<file path="src/rtl/pose_integrator_pkg.sv">
`default_nettype none
// ============================================================================
// Module      : pose_integrator_pkg
// Description : Shared constants and FSM state encoding for the dead-reckoning
//               pose integrator. Holds the default word format (17-bit
//               sign-magnitude, Q8), the angle constants used by the theta
//               wrap, the largest representable magnitude, and the
//               update-sequence state encoding.
// Ports       : none (package)
// Revision    : 1.0 - initial release
// ============================================================================
package pose_integrator_pkg;

    localparam int N_WIDTH  = 17;
    localparam int Q_WIDTH  = 8;
    localparam int PI_Q     = 804;
    localparam int TWO_PI_Q = 2 * PI_Q;
    localparam int MAG_MAX  = (2 ** (N_WIDTH - 1)) - 1;

    // One pass through SAMPLE..COMMIT is a single pose update.
    typedef enum logic [2:0] {
        ST_IDLE   = 3'd0,
        ST_SAMPLE = 3'd1,
        ST_ADD_X  = 3'd2,
        ST_ADD_Y  = 3'd3,
        ST_ADD_T  = 3'd4,
        ST_WRAP_T = 3'd5,
        ST_COMMIT = 3'd6
    } state_t;

endpackage : pose_integrator_pkg
`default_nettype wire

</file>
<file path="src/rtl/pose_integrator_sm_add_sat.sv">
`default_nettype none
// ============================================================================
// Module      : sm_add_sat
// Description : Combinational sign-magnitude saturating adder. When the
//               operands have the same sign, a carry out of the magnitude
//               clamps the result to the largest magnitude and keeps that
//               sign. A zero result is always returned as +0.
// Ports       : a, b  - sign-magnitude operands (MSB = sign)
//               sum   - saturated sign-magnitude sum
// Revision    : 1.0 - initial release
// ============================================================================
module sm_add_sat
#(
    parameter int N_WIDTH = pose_integrator_pkg::N_WIDTH
)
(
    input  logic [N_WIDTH-1:0] a,
    input  logic [N_WIDTH-1:0] b,
    output logic [N_WIDTH-1:0] sum
);

    localparam int MAG_W = N_WIDTH - 1;

    logic             w_sign_a;
    logic             w_sign_b;
    logic [MAG_W-1:0] w_mag_a;
    logic [MAG_W-1:0] w_mag_b;
    logic [MAG_W:0]   w_mag_ext;
    logic [MAG_W-1:0] w_mag;
    logic             w_sign;

    always_comb begin
        w_sign_a  = a[N_WIDTH-1];
        w_sign_b  = b[N_WIDTH-1];
        w_mag_a   = a[MAG_W-1:0];
        w_mag_b   = b[MAG_W-1:0];
        w_mag_ext = {1'b0, w_mag_a} + {1'b0, w_mag_b};
        w_sign    = w_sign_a;
        w_mag     = '0;
        if (w_sign_a == w_sign_b) begin
            // Magnitudes add; a carry out means the result is out of range.
            w_mag = w_mag_ext[MAG_W] ? {MAG_W{1'b1}} : w_mag_ext[MAG_W-1:0];
        end else if (w_mag_a >= w_mag_b) begin
            w_mag = w_mag_a - w_mag_b;
        end else begin
            w_sign = w_sign_b;
            w_mag  = w_mag_b - w_mag_a;
        end
        sum = {w_sign & (|w_mag), w_mag};
    end

endmodule : sm_add_sat
`default_nettype wire

</file>
<file path="src/rtl/pose_integrator.sv">
`default_nettype none
// ============================================================================
// Module      : pose_integrator
// Description : Dead-reckoning odometry. Every TICK_DIV enabled cycles the
//               world-frame velocities are sampled, scaled by dt = 2^-DT_SHIFT
//               and added to the working pose one axis per cycle through a
//               single shared saturating adder. Theta is folded back into
//               [-pi, pi] and the whole pose is then committed to the outputs
//               atomically with a one-cycle UPDATE pulse.
// Ports       : CLOCK_50 / RESET_InHigh     - clock, synchronous reset
//               ENABLE_InHigh               - integration enable
//               LOAD_InHigh, INIT*_InBus    - pose preset (aborts an update)
//               VX/VY/WZ_InBus              - velocity commands
//               CURRENT*_OutBus             - committed pose
//               UPDATE_OutHigh, BUSY_OutHigh- commit pulse, sequence active
// Revision    : 1.0 - initial release
// ============================================================================
module pose_integrator
#(
    parameter int N_WIDTH  = pose_integrator_pkg::N_WIDTH,
    parameter int Q_WIDTH  = pose_integrator_pkg::Q_WIDTH,
    parameter int TICK_DIV = 390625,
    parameter int DT_SHIFT = 7,
    parameter int PI_Q     = pose_integrator_pkg::PI_Q
)
(
    input  logic               POSE_INTEGRATOR_CLOCK_50,
    input  logic               POSE_INTEGRATOR_RESET_InHigh,
    input  logic               POSE_INTEGRATOR_ENABLE_InHigh,
    input  logic               POSE_INTEGRATOR_LOAD_InHigh,
    input  logic [N_WIDTH-1:0] POSE_INTEGRATOR_INITX_InBus,
    input  logic [N_WIDTH-1:0] POSE_INTEGRATOR_INITY_InBus,
    input  logic [N_WIDTH-1:0] POSE_INTEGRATOR_INITTHETA_InBus,
    input  logic [N_WIDTH-1:0] POSE_INTEGRATOR_VX_InBus,
    input  logic [N_WIDTH-1:0] POSE_INTEGRATOR_VY_InBus,
    input  logic [N_WIDTH-1:0] POSE_INTEGRATOR_WZ_InBus,
    output logic [N_WIDTH-1:0] POSE_INTEGRATOR_CURRENTX_OutBus,
    output logic [N_WIDTH-1:0] POSE_INTEGRATOR_CURRENTY_OutBus,
    output logic [N_WIDTH-1:0] POSE_INTEGRATOR_CURRENTTHETA_OutBus,
    output logic               POSE_INTEGRATOR_UPDATE_OutHigh,
    output logic               POSE_INTEGRATOR_BUSY_OutHigh
);

    import pose_integrator_pkg::*;

    localparam int MAG_W = N_WIDTH - 1;
    localparam int CNT_W = (TICK_DIV > 1) ? $clog2(TICK_DIV) : 1;
    localparam logic [MAG_W-1:0] c_pi_mag     = MAG_W'(PI_Q);
    localparam logic [MAG_W-1:0] c_two_pi_mag = MAG_W'(2 * PI_Q);

    logic clk;
    logic rst;
    logic enable;
    logic load;

    assign clk    = POSE_INTEGRATOR_CLOCK_50;
    assign rst    = POSE_INTEGRATOR_RESET_InHigh;
    assign enable = POSE_INTEGRATOR_ENABLE_InHigh;
    assign load   = POSE_INTEGRATOR_LOAD_InHigh;

    state_t             r_state;
    state_t             w_state_nxt;
    logic [CNT_W-1:0]   r_tick_cnt;
    logic               w_tick;
    logic               w_busy;
    logic               w_update;

    logic [N_WIDTH-1:0] r_work_x, r_work_y, r_work_t;
    logic [N_WIDTH-1:0] r_delta_x, r_delta_y, r_delta_t;
    logic [N_WIDTH-1:0] r_pose_x, r_pose_y, r_pose_t;
    logic [N_WIDTH-1:0] w_add_a, w_add_b, w_add_sum;

    // v * dt with truncation toward zero: shift the magnitude, keep the sign,
    // and never produce -0.
    function automatic logic [N_WIDTH-1:0] scale_velocity(input logic [N_WIDTH-1:0] v);
        logic [MAG_W-1:0] m;
        m = v[MAG_W-1:0] >> DT_SHIFT;
        return {v[N_WIDTH-1] & (|m), m};
    endfunction

    function automatic logic [N_WIDTH-1:0] drop_neg_zero(input logic [N_WIDTH-1:0] v);
        return {v[N_WIDTH-1] & (|v[MAG_W-1:0]), v[MAG_W-1:0]};
    endfunction

    // ------------------------------------------------------------------
    // Integration tick: counts enabled cycles only; LOAD restarts the period.
    // ------------------------------------------------------------------
    assign w_tick = enable && (r_tick_cnt == CNT_W'(TICK_DIV - 1));

    always_ff @(posedge clk) begin
        if (rst || load || !enable || w_tick) begin
            r_tick_cnt <= '0;
        end else begin
            r_tick_cnt <= r_tick_cnt + CNT_W'(1);
        end
    end

    // ------------------------------------------------------------------
    // Update-sequence FSM
    // ------------------------------------------------------------------
    always_ff @(posedge clk) begin
        if (rst) begin
            r_state <= ST_IDLE;
        end else begin
            r_state <= w_state_nxt;
        end
    end

    always_comb begin
        w_state_nxt = r_state;
        w_busy      = (r_state != ST_IDLE);
        w_update    = 1'b0;
        if (load) begin
            // Abort: return to IDLE and suppress any commit pulse.
            w_state_nxt = ST_IDLE;
        end else begin
            unique case (r_state)
                ST_IDLE:   if (w_tick) w_state_nxt = ST_SAMPLE;
                ST_SAMPLE: w_state_nxt = ST_ADD_X;
                ST_ADD_X:  w_state_nxt = ST_ADD_Y;
                ST_ADD_Y:  w_state_nxt = ST_ADD_T;
                ST_ADD_T:  w_state_nxt = ST_WRAP_T;
                ST_WRAP_T: w_state_nxt = ST_COMMIT;
                ST_COMMIT: begin
                    w_state_nxt = ST_IDLE;
                    w_update    = 1'b1;
                end
                default:   w_state_nxt = ST_IDLE;
            endcase
        end
    end

    // ------------------------------------------------------------------
    // Shared adder, time-multiplexed across the three axes
    // ------------------------------------------------------------------
    always_comb begin
        w_add_a = r_work_x;
        w_add_b = r_delta_x;
        if (r_state == ST_ADD_Y) begin
            w_add_a = r_work_y;
            w_add_b = r_delta_y;
        end else if (r_state == ST_ADD_T) begin
            w_add_a = r_work_t;
            w_add_b = r_delta_t;
        end
    end

    sm_add_sat #(
        .N_WIDTH (N_WIDTH)
    ) u_add (
        .a   (w_add_a),
        .b   (w_add_b),
        .sum (w_add_sum)
    );

    // ------------------------------------------------------------------
    // Datapath
    // ------------------------------------------------------------------
    always_ff @(posedge clk) begin
        if (rst) begin
            r_work_x  <= '0;
            r_work_y  <= '0;
            r_work_t  <= '0;
            r_delta_x <= '0;
            r_delta_y <= '0;
            r_delta_t <= '0;
            r_pose_x  <= '0;
            r_pose_y  <= '0;
            r_pose_t  <= '0;
        end else if (load) begin
            r_work_x <= POSE_INTEGRATOR_INITX_InBus;
            r_work_y <= POSE_INTEGRATOR_INITY_InBus;
            r_work_t <= POSE_INTEGRATOR_INITTHETA_InBus;
            r_pose_x <= POSE_INTEGRATOR_INITX_InBus;
            r_pose_y <= POSE_INTEGRATOR_INITY_InBus;
            r_pose_t <= POSE_INTEGRATOR_INITTHETA_InBus;
        end else begin
            unique case (r_state)
                ST_SAMPLE: begin
                    r_delta_x <= scale_velocity(POSE_INTEGRATOR_VX_InBus);
                    r_delta_y <= scale_velocity(POSE_INTEGRATOR_VY_InBus);
                    r_delta_t <= scale_velocity(POSE_INTEGRATOR_WZ_InBus);
                end
                ST_ADD_X: r_work_x <= w_add_sum;
                ST_ADD_Y: r_work_y <= w_add_sum;
                ST_ADD_T: r_work_t <= w_add_sum;
                ST_WRAP_T: begin
                    // |delta| < 2 rad, so one fold by 2*pi always lands in range.
                    if (r_work_t[MAG_W-1:0] > c_pi_mag) begin
                        r_work_t <= {~r_work_t[N_WIDTH-1], c_two_pi_mag - r_work_t[MAG_W-1:0]};
                    end
                end
                ST_COMMIT: begin
                    r_pose_x <= drop_neg_zero(r_work_x);
                    r_pose_y <= drop_neg_zero(r_work_y);
                    r_pose_t <= drop_neg_zero(r_work_t);
                end
                default: ;
            endcase
        end
    end

    assign POSE_INTEGRATOR_CURRENTX_OutBus     = r_pose_x;
    assign POSE_INTEGRATOR_CURRENTY_OutBus     = r_pose_y;
    assign POSE_INTEGRATOR_CURRENTTHETA_OutBus = r_pose_t;
    assign POSE_INTEGRATOR_UPDATE_OutHigh      = w_update;
    assign POSE_INTEGRATOR_BUSY_OutHigh        = w_busy;

    // A tick can only land in IDLE when the period exceeds the sequence length.
    always_ff @(posedge clk) begin
        if (!rst) begin
            assert (TICK_DIV >= 8);
            assert (Q_WIDTH < MAG_W);
            assert (!(w_tick && w_busy));
        end
    end

endmodule : pose_integrator
`default_nettype wire

</file>
<file path="config.mk">
export PLATFORM = sky130hd
export DESIGN_NAME = pose_integrator
export DESIGN_NICKNAME = d
export VERILOG_FILES = /design/src/rtl/pose_integrator_pkg.sv /design/src/rtl/pose_integrator_sm_add_sat.sv /design/src/rtl/pose_integrator.sv
export SDC_FILE = /design/constraint.sdc
export NUM_CORES = 1
export LEC_CHECK = 0
export ABC_AREA = 1
export CAP_MARGIN = 20
export CORE_ASPECT_RATIO = 0.75
export CORE_MARGIN = 5
export CORE_UTILIZATION = 37
export DETAILED_ROUTE_END_ITERATION = 6
export MAX_ROUTING_LAYER = met4
export PLACE_DENSITY = 0.66
export SYNTH_ARGS = -nofsm -noshare
export SYNTH_HDL_FRONTEND = slang
export SYNTH_HIERARCHICAL = 1
export SYNTH_SLANG_ARGS = --single-unit
</file>
<file path="constraint.sdc">
create_clock -name POSE_INTEGRATOR_CLOCK_50 -period 7.8 [get_ports POSE_INTEGRATOR_CLOCK_50]
set_input_delay 0.78 -clock POSE_INTEGRATOR_CLOCK_50 [delete_from_list [all_inputs] [get_ports POSE_INTEGRATOR_CLOCK_50]]
set_output_delay 0.78 -clock POSE_INTEGRATOR_CLOCK_50 [all_outputs]
set_load 0.01 [all_outputs]
</file>
# == After elaboration in Yosys (flattened, before gate mapping) ==
# Cells that the tools add are included.
# op_classes
addsub,5
mul,0
div,0
order_cmp,2
n_eq_ne,10
n_shift,0
n_mux,26
bitwise_logic,9
reduce_logical,21
# ops
op,count
17-bit 2-to-1 mux,16
16-bit OR reduction,4
16-bit 2-to-1 mux,3
17-bit one-hot mux with 2 select lines,1
16-bit subtractor,2
9-bit OR reduction,3
"19-bit by 1-bit adder with 19-bit output, second input constant",1
"19-bit equality test, second input constant",1
3-bit one-hot mux with 6 select lines,1
16-bit by 16-bit adder with 17-bit output,1
16-bit greater-or-equal comparator,1
"16-bit by 10-bit > comparator with 1-bit output, second input constant",1
"11-bit by 16-bit subtractor with 16-bit output, first input constant",1
"3-bit equality test, second input constant",3
1-bit AND,7
"3-bit by 2-bit equality test with 1-bit output, second input constant",2
2-bit nonzero test,3
3-bit nonzero test,2
1-bit 2-to-1 mux,4
2-bit AND reduction,2
"3-bit by 1-bit equality test with 1-bit output, second input constant",1
3-bit zero test,1
1-bit logical OR,3
3-bit 2-to-1 mux,1
7 further kinds,8
# word_totals
ff_bits,154
latchBits,0
ram_bits,0
mem_bits_ro,0
in_bits,106
word_cells,84
mem_count,0

# == Depth between registers and ports, before layout ==
# Gate-level depths: netlist of the first run.
# logic_depth
depth_word,10
ltp_mapped,33

# == Cells and area by module ==
# The synthesis of the first run kept the hierarchy.
# by_module_without_submodules
mod,instances,cells_per_inst,area_each_um2,seq_area_each_um2
pose_integrator,1,1117,7536.0,3083.0
sm_add_sat,1,673,3493.4,0.0

# == Worst setup path after synthesis of the first run ==
# OpenSTA, ideal clock, no wires.
# synth_timing
kind,register to register
startpoint,reg r_state[2]
endpoint,reg r_work_t[16]
setup_time_ps,70
arrival_time_ps,3793
slack_ps,3937
stages_incl_launch_ff,29
n_path_buf,3
synth_period_minus_slack_ps,3863
cell_sequence,dfxtp_1 > inv_2 > nor2_2 > inv_2 > nor2_4 > buf_2 > nand2_1 > a31oi_1 > inv_1 > fa_1 > nand3_1 > nand3_1 > nand2_2 > nand3_2 > nand2_2 > nand2_4 > buf_6 > buf_8 > nand2_1 > o211ai_2 > nand2_1 > nor2_1 > nand2_1 > nor2_1 > a21oi_1 > nand2_1 > a22oi_1 > o21ai_0 > a21oi_1
# synth_between
elab_chain_cells,10
elab_cells_between_ends,24
# synth_rtl
element,line_no,source
from (decl),pose_integrator.sv:61,state_t r_state;
from (signal assigned),pose_integrator.sv:105,r_state <= w_state_nxt;
3-bit equality test,pose_integrator.sv:142,end else if (r_state == ST_ADD_T) begin
17-bit 2-to-1 mux,pose_integrator.sv:142,
17-bit 2-to-1 mux *,pose_integrator.sv:139,if (r_state == ST_ADD_Y) begin
named net w_add_b[1],pose_integrator.sv:71,"logic [N_WIDTH-1:0] w_add_a, w_add_b, w_add_sum;"
"16-bit subtractor, or another cell as far along",pose_integrator_sm_add_sat.sv:47,w_mag = w_mag_b - w_mag_a;
16-bit 2-to-1 mux (on tied branches),"pose_integrator_sm_add_sat.sv:43, pose_integrator_sm_add_sat.sv:42",
16-bit 2-to-1 mux *,pose_integrator_sm_add_sat.sv:40,if (w_sign_a == w_sign_b) begin
named net w_add_sum[2],pose_integrator.sv:71,
16-bit OR reduction *,pose_integrator_sm_add_sat.sv:49,"sum = {w_sign & (|w_mag), w_mag};"
1-bit AND *,pose_integrator_sm_add_sat.sv:49,
named net w_add_sum[16],pose_integrator.sv:71,
17-bit one-hot mux with 2 select lines *,pose_integrator.sv:178,unique case (r_state)
17-bit 2-to-1 mux *,pose_integrator.sv:170,end else if (load) begin
to (signal assigned),pose_integrator.sv:173,r_work_t <= POSE_INTEGRATOR_INITTHETA_InBus;
to (signal assigned),pose_integrator.sv:186,ST_ADD_T: r_work_t <= w_add_sum;
to (signal assigned),pose_integrator.sv:190,"r_work_t <= {~r_work_t[N_WIDTH-1], c_two_pi_mag - r_work_t[MAG_W-1:0]};"
to (decl),pose_integrator.sv:68,"logic [N_WIDTH-1:0] r_work_x, r_work_y, r_work_t;"
# Mark *: on every way through the listed nets, which the timed path passes. The rest lies on a longest branch.
# A chain may end at the register's enable or synchronous reset.

# == Worst setup path after layout of the first run ==
# layout_timing
startpoint,reg r_state[2]
endpoint,reg r_work_t[16]
# layout_between
elab_chain_cells,10
elab_cells_between_ends,24
# layout_rtl
element,line_no
3-bit equality test,pose_integrator.sv:142
17-bit 2-to-1 mux,pose_integrator.sv:142
17-bit 2-to-1 mux *,pose_integrator.sv:139
named net w_add_a[8],pose_integrator.sv:71
"16-bit subtractor, or another cell as far along",pose_integrator_sm_add_sat.sv:47
16-bit 2-to-1 mux (on tied branches),"pose_integrator_sm_add_sat.sv:43, pose_integrator_sm_add_sat.sv:42"
16-bit 2-to-1 mux *,pose_integrator_sm_add_sat.sv:40
named net w_add_sum[12],pose_integrator.sv:71
16-bit OR reduction *,pose_integrator_sm_add_sat.sv:49
1-bit AND *,pose_integrator_sm_add_sat.sv:49
named net w_add_sum[16],pose_integrator.sv:71
17-bit one-hot mux with 2 select lines *,pose_integrator.sv:178
17-bit 2-to-1 mux *,pose_integrator.sv:170
# Marks and branches as above.

==> impl_metrics.env, run 1 <==
export IMPL_worst_path_most_repeated_cell="nand2_1"
export IMPL_hold_buffers=0
export IMPL_synth_ff_type="dfxtp_1"
export IMPL_rsz0062_at_grt="false"
export IMPL_ys_ff_latch=154
export IMPL_synth_area_per_cell_sq_um=6.16
export IMPL_end_kind="flip-flop"
export IMPL_core_area_sq_mm=0.0293
export IMPL_critPathLaunchType="flip-flop"
export IMPL_met2_length_mm=15.5
export IMPL_clkTransAtPathRegs_ns=0.07
export IMPL_power_leakage_nw=5.93
export IMPL_numCtsBuffers=17
export IMPL_detail_route_antenna_nets=0
export IMPL_tns_ns=0
export IMPL_chipHeight_microns=160
export IMPL_via_per_inst=5.27
export IMPL_ir_drop_uv=113
export IMPL_r2r_slack_ns=2.15
export IMPL_slowest_stage="ha_1"
export IMPL_synth_area_sq_mm=0.0110
export IMPL_design_portCount=159
export IMPL_ys_warnings_count=6
export IMPL_clock_path_buffers=2
export IMPL_cp_max_fo=43
export IMPL_p_int_mw=1.52
export IMPL_gp_congestion=0.971
export IMPL_worstMarginPinSlew_ns=0.990
export IMPL_maxSlewViolCount=0
export IMPL_htree_levels=4
export IMPL_hold_path_depth=1
export IMPL_num_vias=12100
export IMPL_pwr_share_seq=0.370
export IMPL_port_buffers=137
export IMPL_routed_wl_mm=39.4
export IMPL_wire_per_inst_microns=17.1
export IMPL_grt_max_degree=79
export IMPL_startpoint="r_state[2]"
export IMPL_drtIter0Drc=1207
export IMPL_ys_async_sr_fraction=0
export IMPL_setup_worst_path_class="reg -> reg"
export IMPL_cellPowerDensity_mw_per_mm2=175
export IMPL_n_antenna_cell=0
export IMPL_power_share_combinational=0.261
export IMPL_wl_met3_mm=3.14
export IMPL_antenna_found_initial=0
export IMPL_period_share=0.724
export IMPL_clockRootBuffer="clkbuf_16"
export IMPL_rows=54
export IMPL_final_cell_mix="nand2_1 (545), inv_1 (188), nor2_1 (179), dfxtp_1 (154)"
export IMPL_r2r_end="r_work_t[16]"
export IMPL_relSlewSlack=0.338
export IMPL_synth_edff_count=0
export IMPL_swShare=0.345
export IMPL_yosysUniqueCellTypes=50
export IMPL_m1WireLength_mm=19.8
export IMPL_place_ws_ns=2.21
export IMPL_dieWidth_microns=209
export IMPL_top_layer_used="met4"
export IMPL_reg2reg_depth=27
export IMPL_place_hpwl_mm=30.5
export IMPL_drv_cap=0
export IMPL_max_stage_delay_ns=0.58
export IMPL_post_cts_repair_setup_buffers=0
export IMPL_final_net_count=2055
export IMPL_ctsResizeCount=0
export IMPL_cts_tree="done"
export IMPL_first_pass_iters=6
export IMPL_final_common_cell="nand2_1"
export IMPL_switching_power_mw=0.800
export IMPL_status="finished, final reports clean"
export IMPL_grt_pass1_vias=10900
export IMPL_area_growth_pct=20.1
export IMPL_rr_startpoint="r_state[2]"
export IMPL_grt_pass1_wl_mm=60.7
export IMPL_clock_latency_ns=0.44
export IMPL_drive_gt1_frac=0.0525
export IMPL_gr_total_overflow=0
export IMPL_clock_sinks=154
export IMPL_crit_cells=27
export IMPL_setup_violations=0
export IMPL_crit_family="simple AND/OR/NAND/NOR gates"
export IMPL_crit_required_ns=8.07
export IMPL_start_util=0.377
export IMPL_fmax_mhz=177
export IMPL_finalWorstSetupSlack_ns=2.15
export IMPL_post_route_drc_count=0
export IMPL_synthCells=1790
export IMPL_p_clk_frac=0.369
export IMPL_min_period_ns=5.65
export IMPL_grt_usage=0.232
export IMPL_hp_class="reg -> reg"
export IMPL_fillCellCount=3102
export IMPL_hold_viol_final=0
export IMPL_yosysSeqAreaShare=0.280
export IMPL_cp_arrival_ns=5.92
export IMPL_hold_path_end="r_tick_cnt[0]"
export IMPL_min_from="r_tick_cnt[0]"
export IMPL_skew_ns=0.0177
export IMPL_crit_buf_inv=5
export IMPL_die_area_sq_mm=0.0334
## per-stage QoR
step	hold slack [ns]	power (mW)	util	cell area, sq um	instances
floorplan	0.430	1.25	-	11100	1809
global placement	0.444	1.46	0.430	12600	2264
detailed placement	0.460	1.46	0.430	12600	2264
CTS	0.477	2.31	0.451	13200	2296
global route	0.500	2.43	0.453	13200	2298
finish	0.475	2.32	0.453	13200	2298
## logic make-up (layout without fill, tap and decap cells)
kind of cell             after synthesis  count (layout)  synth area share
AO/OA/AOI/OAI                        310             310             0.158
other                                  1              20          0.000340
flip-flops                           154             154             0.280
XOR/XNOR                              26              26            0.0206
AND/OR/NAND/NOR                      952             952             0.365
multiplexers                           1               1          0.000908
buffers and inverters                290             387             0.110
adder cells (fa/ha/maj)               56              56            0.0656
## Yosys cell counts (all sizes together) (5+ instances only)
library cell  instances  area share
nand3               139       0.065
clkbuf               28      0.0098
dfxtp               154        0.28
nand2               554        0.19
xor2                 22       0.017
buf                  55       0.030
and2                  5      0.0028
o21ai               101       0.046
a31oi                80       0.045
nand4                21       0.012
a21oi               111       0.052
nor2                190       0.070
a311oi                9      0.0071
nor3                 23       0.012
ha                   53       0.060
inv                 207       0.070
nor4                  9      0.0051
## cell type report
type / count / area, sq um / area share
repair buffers: 148 / 1480 / 0.111
clock buffers: 17 / 425 / 0.0321
inverters: 207 / 777 / 0.0587
clock inverters: 15 / 181 / 0.0137
well taps: 392 / 490 / 0.0370
flip-flops and latches: 154 / 3080 / 0.233
multi-input cells: 1365 / 6810 / 0.514
## state kept, by name, summed over array words and instances, names as in the netlist
signal / cells
POSE_INTEGRATOR_CURRENTTHETA_OutBus: 17
POSE_INTEGRATOR_CURRENTX_OutBus: 17
POSE_INTEGRATOR_CURRENTY_OutBus: 17
r_delta_t: 10
r_delta_x: 10
r_delta_y: 10
r_state: 3
r_tick_cnt: 19
r_work_t: 17
r_work_x: 17
r_work_y: 17
## power groups by stage
stage,logic [mW],clock network (mW),registers [mW]
2_1_floorplan,0.384,0,0.867
3_3_place_gp,0.583,0,0.875
3_5_place_dp,0.587,0,0.875
4_1_cts,0.590,0.866,0.857
5_1_grt,0.661,0.902,0.863
6_report,0.605,0.856,0.859
## routing by layer
| layer | vias to the layer above | track usage |
|---|---|---|
| met5 | - | - |
| met4 | 0 | 0.0590 |
| met3 | 57 | 0.0394 |
| met2 | 518 | 0.309 |
| met1 | 5540 | 0.357 |
| li1 | 5992 | - |
## worst max path at each step
stage	end	slack, ns
floorplan	r_work_t[16]	3.94
global placement	r_work_t[16]	2.33
detailed placement	r_work_t[16]	2.21
CTS	r_work_t[16]	2.19
global route	r_work_t[16]	1.69
finish	r_work_t[16]	2.15
Note: power is estimated with default switching activity, not from simulation.
==> inputs of run 2 (changes only) <==
==> constraint.sdc (replaced) <==
create_clock -name POSE_INTEGRATOR_CLOCK_50 -period 5.6 [get_ports POSE_INTEGRATOR_CLOCK_50]
set_input_delay 0.56 -clock POSE_INTEGRATOR_CLOCK_50 [delete_from_list [all_inputs] [get_ports POSE_INTEGRATOR_CLOCK_50]]
set_output_delay 0.56 -clock POSE_INTEGRATOR_CLOCK_50 [all_outputs]
set_load 0.01 [all_outputs]
==> impl_metrics.env, run 2 (synthesis gave the netlist of run 1 again) <==
export IMPL_clockRootBuffer="clkbuf_16"
export IMPL_drive_gt1_frac=0.0691
export IMPL_max_stage_delay_ns=0.48
export IMPL_fmax_mhz=201
export IMPL_numCtsBuffers=17
export IMPL_setup_violations=0
export IMPL_cellPowerDensity_mw_per_mm2=246
export IMPL_final_cell_mix="nand2_1 (545), inv_1 (188), nor2_1 (179), dfxtp_1 (154)"
export IMPL_place_ws_ns=0.766
export IMPL_ctsResizeCount=0
export IMPL_drtIter0Drc=1237
export IMPL_worstMarginPinSlew_ns=1.04
export IMPL_end_kind="flip-flop"
export IMPL_drv_cap=0
export IMPL_detail_route_antenna_nets=0
export IMPL_clock_latency_ns=0.44
export IMPL_maxSlewViolCount=0
export IMPL_relSlewSlack=0.305
export IMPL_regMostFlops="r_tick_cnt"
export IMPL_gr_total_overflow=0
export IMPL_grt_pass1_wl_mm=63.9
export IMPL_gp_congestion=0.968
export IMPL_routed_wl_mm=40.9
export IMPL_status="finished, final reports clean"
export IMPL_grt_usage=0.245
export IMPL_hold_viol_final=0
export IMPL_via_per_inst=5.19
export IMPL_post_route_drc_count=0
export IMPL_tns_ns=0
export IMPL_place_hpwl_mm=32.3
export IMPL_finalWorstSetupSlack_ns=0.629
export IMPL_design_portCount=159
export IMPL_dieWidth_microns=209
export IMPL_wire_per_inst_microns=17.5
export IMPL_antenna_found_initial=0
export IMPL_dp_cells=2299
export IMPL_final_common_cell="nand2_1"
export IMPL_ir_drop_uv=161
export IMPL_area_growth_pct=22.7
export IMPL_period_share=0.888
export IMPL_core_area_sq_mm=0.0293
export IMPL_htree_levels=4
export IMPL_port_buffers=137
export IMPL_p_clk_frac=0.374
export IMPL_worst_path_most_repeated_cell="a21oi_1"
export IMPL_switching_power_mw=1.14
export IMPL_pwr_share_seq=0.359
export IMPL_clock_sinks=154
export IMPL_start_util=0.377
export IMPL_num_vias=12100
export IMPL_critPathLaunchType="flip-flop"
export IMPL_grt_pass1_vias=11300
export IMPL_largest_reg_flops=19
export IMPL_setup_worst_path_class="reg -> reg"
export IMPL_rsz0062_at_grt="false"
export IMPL_first_pass_iters=6
export IMPL_clock_path_buffers=2
export IMPL_die_area_sq_mm=0.0334
export IMPL_swShare=0.342
export IMPL_power_share_combinational=0.267
export IMPL_final_net_count=2089
export IMPL_p_int_mw=2.19
export IMPL_chipHeight_microns=160
export IMPL_finalNonFillerCells=2332
export IMPL_cp_arrival_ns=5.33
export IMPL_hold_buffers=0
export IMPL_min_period_ns=4.97
export IMPL_hp_class="reg -> reg"
export IMPL_clkTransAtPathRegs_ns=0.06
export IMPL_cts_tree="done"
export IMPL_crit_required_ns=5.96
export IMPL_post_cts_repair_setup_buffers=0
export IMPL_skew_ns=0.0162
export IMPL_rows=54
export IMPL_fin_util=0.463
export IMPL_grt_max_degree=57
export IMPL_n_antenna_cell=0
export IMPL_power_leakage_nw=6.11
export IMPL_slowest_stage="ha_1"
export IMPL_cp_max_fo=32
## run 2: cell types whose count changed in the layout (fill, tap and decap cells not counted)
cell / previous run / this run
buf_12: 1 / 0
buf_16: 1 / 2
buf_4: 9 / 43
bufinv_16: 2 / 3
clkinv_2: 0 / 1
clkinvlp_4: 2 / 1
inv_6: 6 / 2
inv_8: 1 / 4
## run 2: cell type report
cell class	instances	area, sq um
flip-flops and latches	154	3080
multi-input cells	1365	6810
inverters	207	777
well taps	392	490
clock inverters	15	208
repair buffers	182	1740
fillers	3078	15700
clock buffers	17	425
## run 2: worst paths after layout
check	end	cells past startpoint	slack (ns)	start
worst max-delay path	r_work_t[16]	25	0.63	r_state[2]
worst min-delay path	r_tick_cnt[0]	1	0.47	r_tick_cnt[0]
worst max register to register	r_work_t[16]	25	0.63	r_state[2]
worst min register to register	r_tick_cnt[0]	1	0.47	r_tick_cnt[0]
## run 2: stage by stage
stage,power (mW),cell area [sq um],hold WS [ns]
after floorplan,1.74,11100,0.430
after global placement,2.08,12800,0.446
after detailed placement,2.09,12900,0.458
after CTS,3.33,13500,0.476
after global routing,3.49,13500,0.487
final,3.33,13500,0.474
## run 2: power by group through the flow
| stage | sequential [mW] | combinational (mW) | clock [mW] |
|---|---|---|---|
| 2_1_floorplan | 1.21 | 0.535 | 0 |
| 3_3_place_gp | 1.22 | 0.859 | 0 |
| 3_5_place_dp | 1.22 | 0.866 | 0 |
| 4_1_cts | 1.20 | 0.869 | 1.26 |
| 5_1_grt | 1.20 | 0.977 | 1.31 |
| 6_report | 1.20 | 0.891 | 1.25 |
## run 2: critical path, delay by kind of cell (launching register included)
family	cells	cell delay, ns
AOI/OAI and AO/OA	10	2.06
and+or+nand+nor	9	1.27
buffers and inverters	5	0.64
adders and majority gates	1	0.48
DFF	1	0.43
## run 2: metal layers
metal  part of all wire  GRT usage  vias to the layer above  wire, microns
met5                  0          -                        -              0
met4              0.019     0.0563                        0            762
met3              0.093     0.0571                       49           3800
met2               0.39      0.330                      490          16000
met1               0.50      0.366                     5500          20300
li1                   -          -                     6059              -
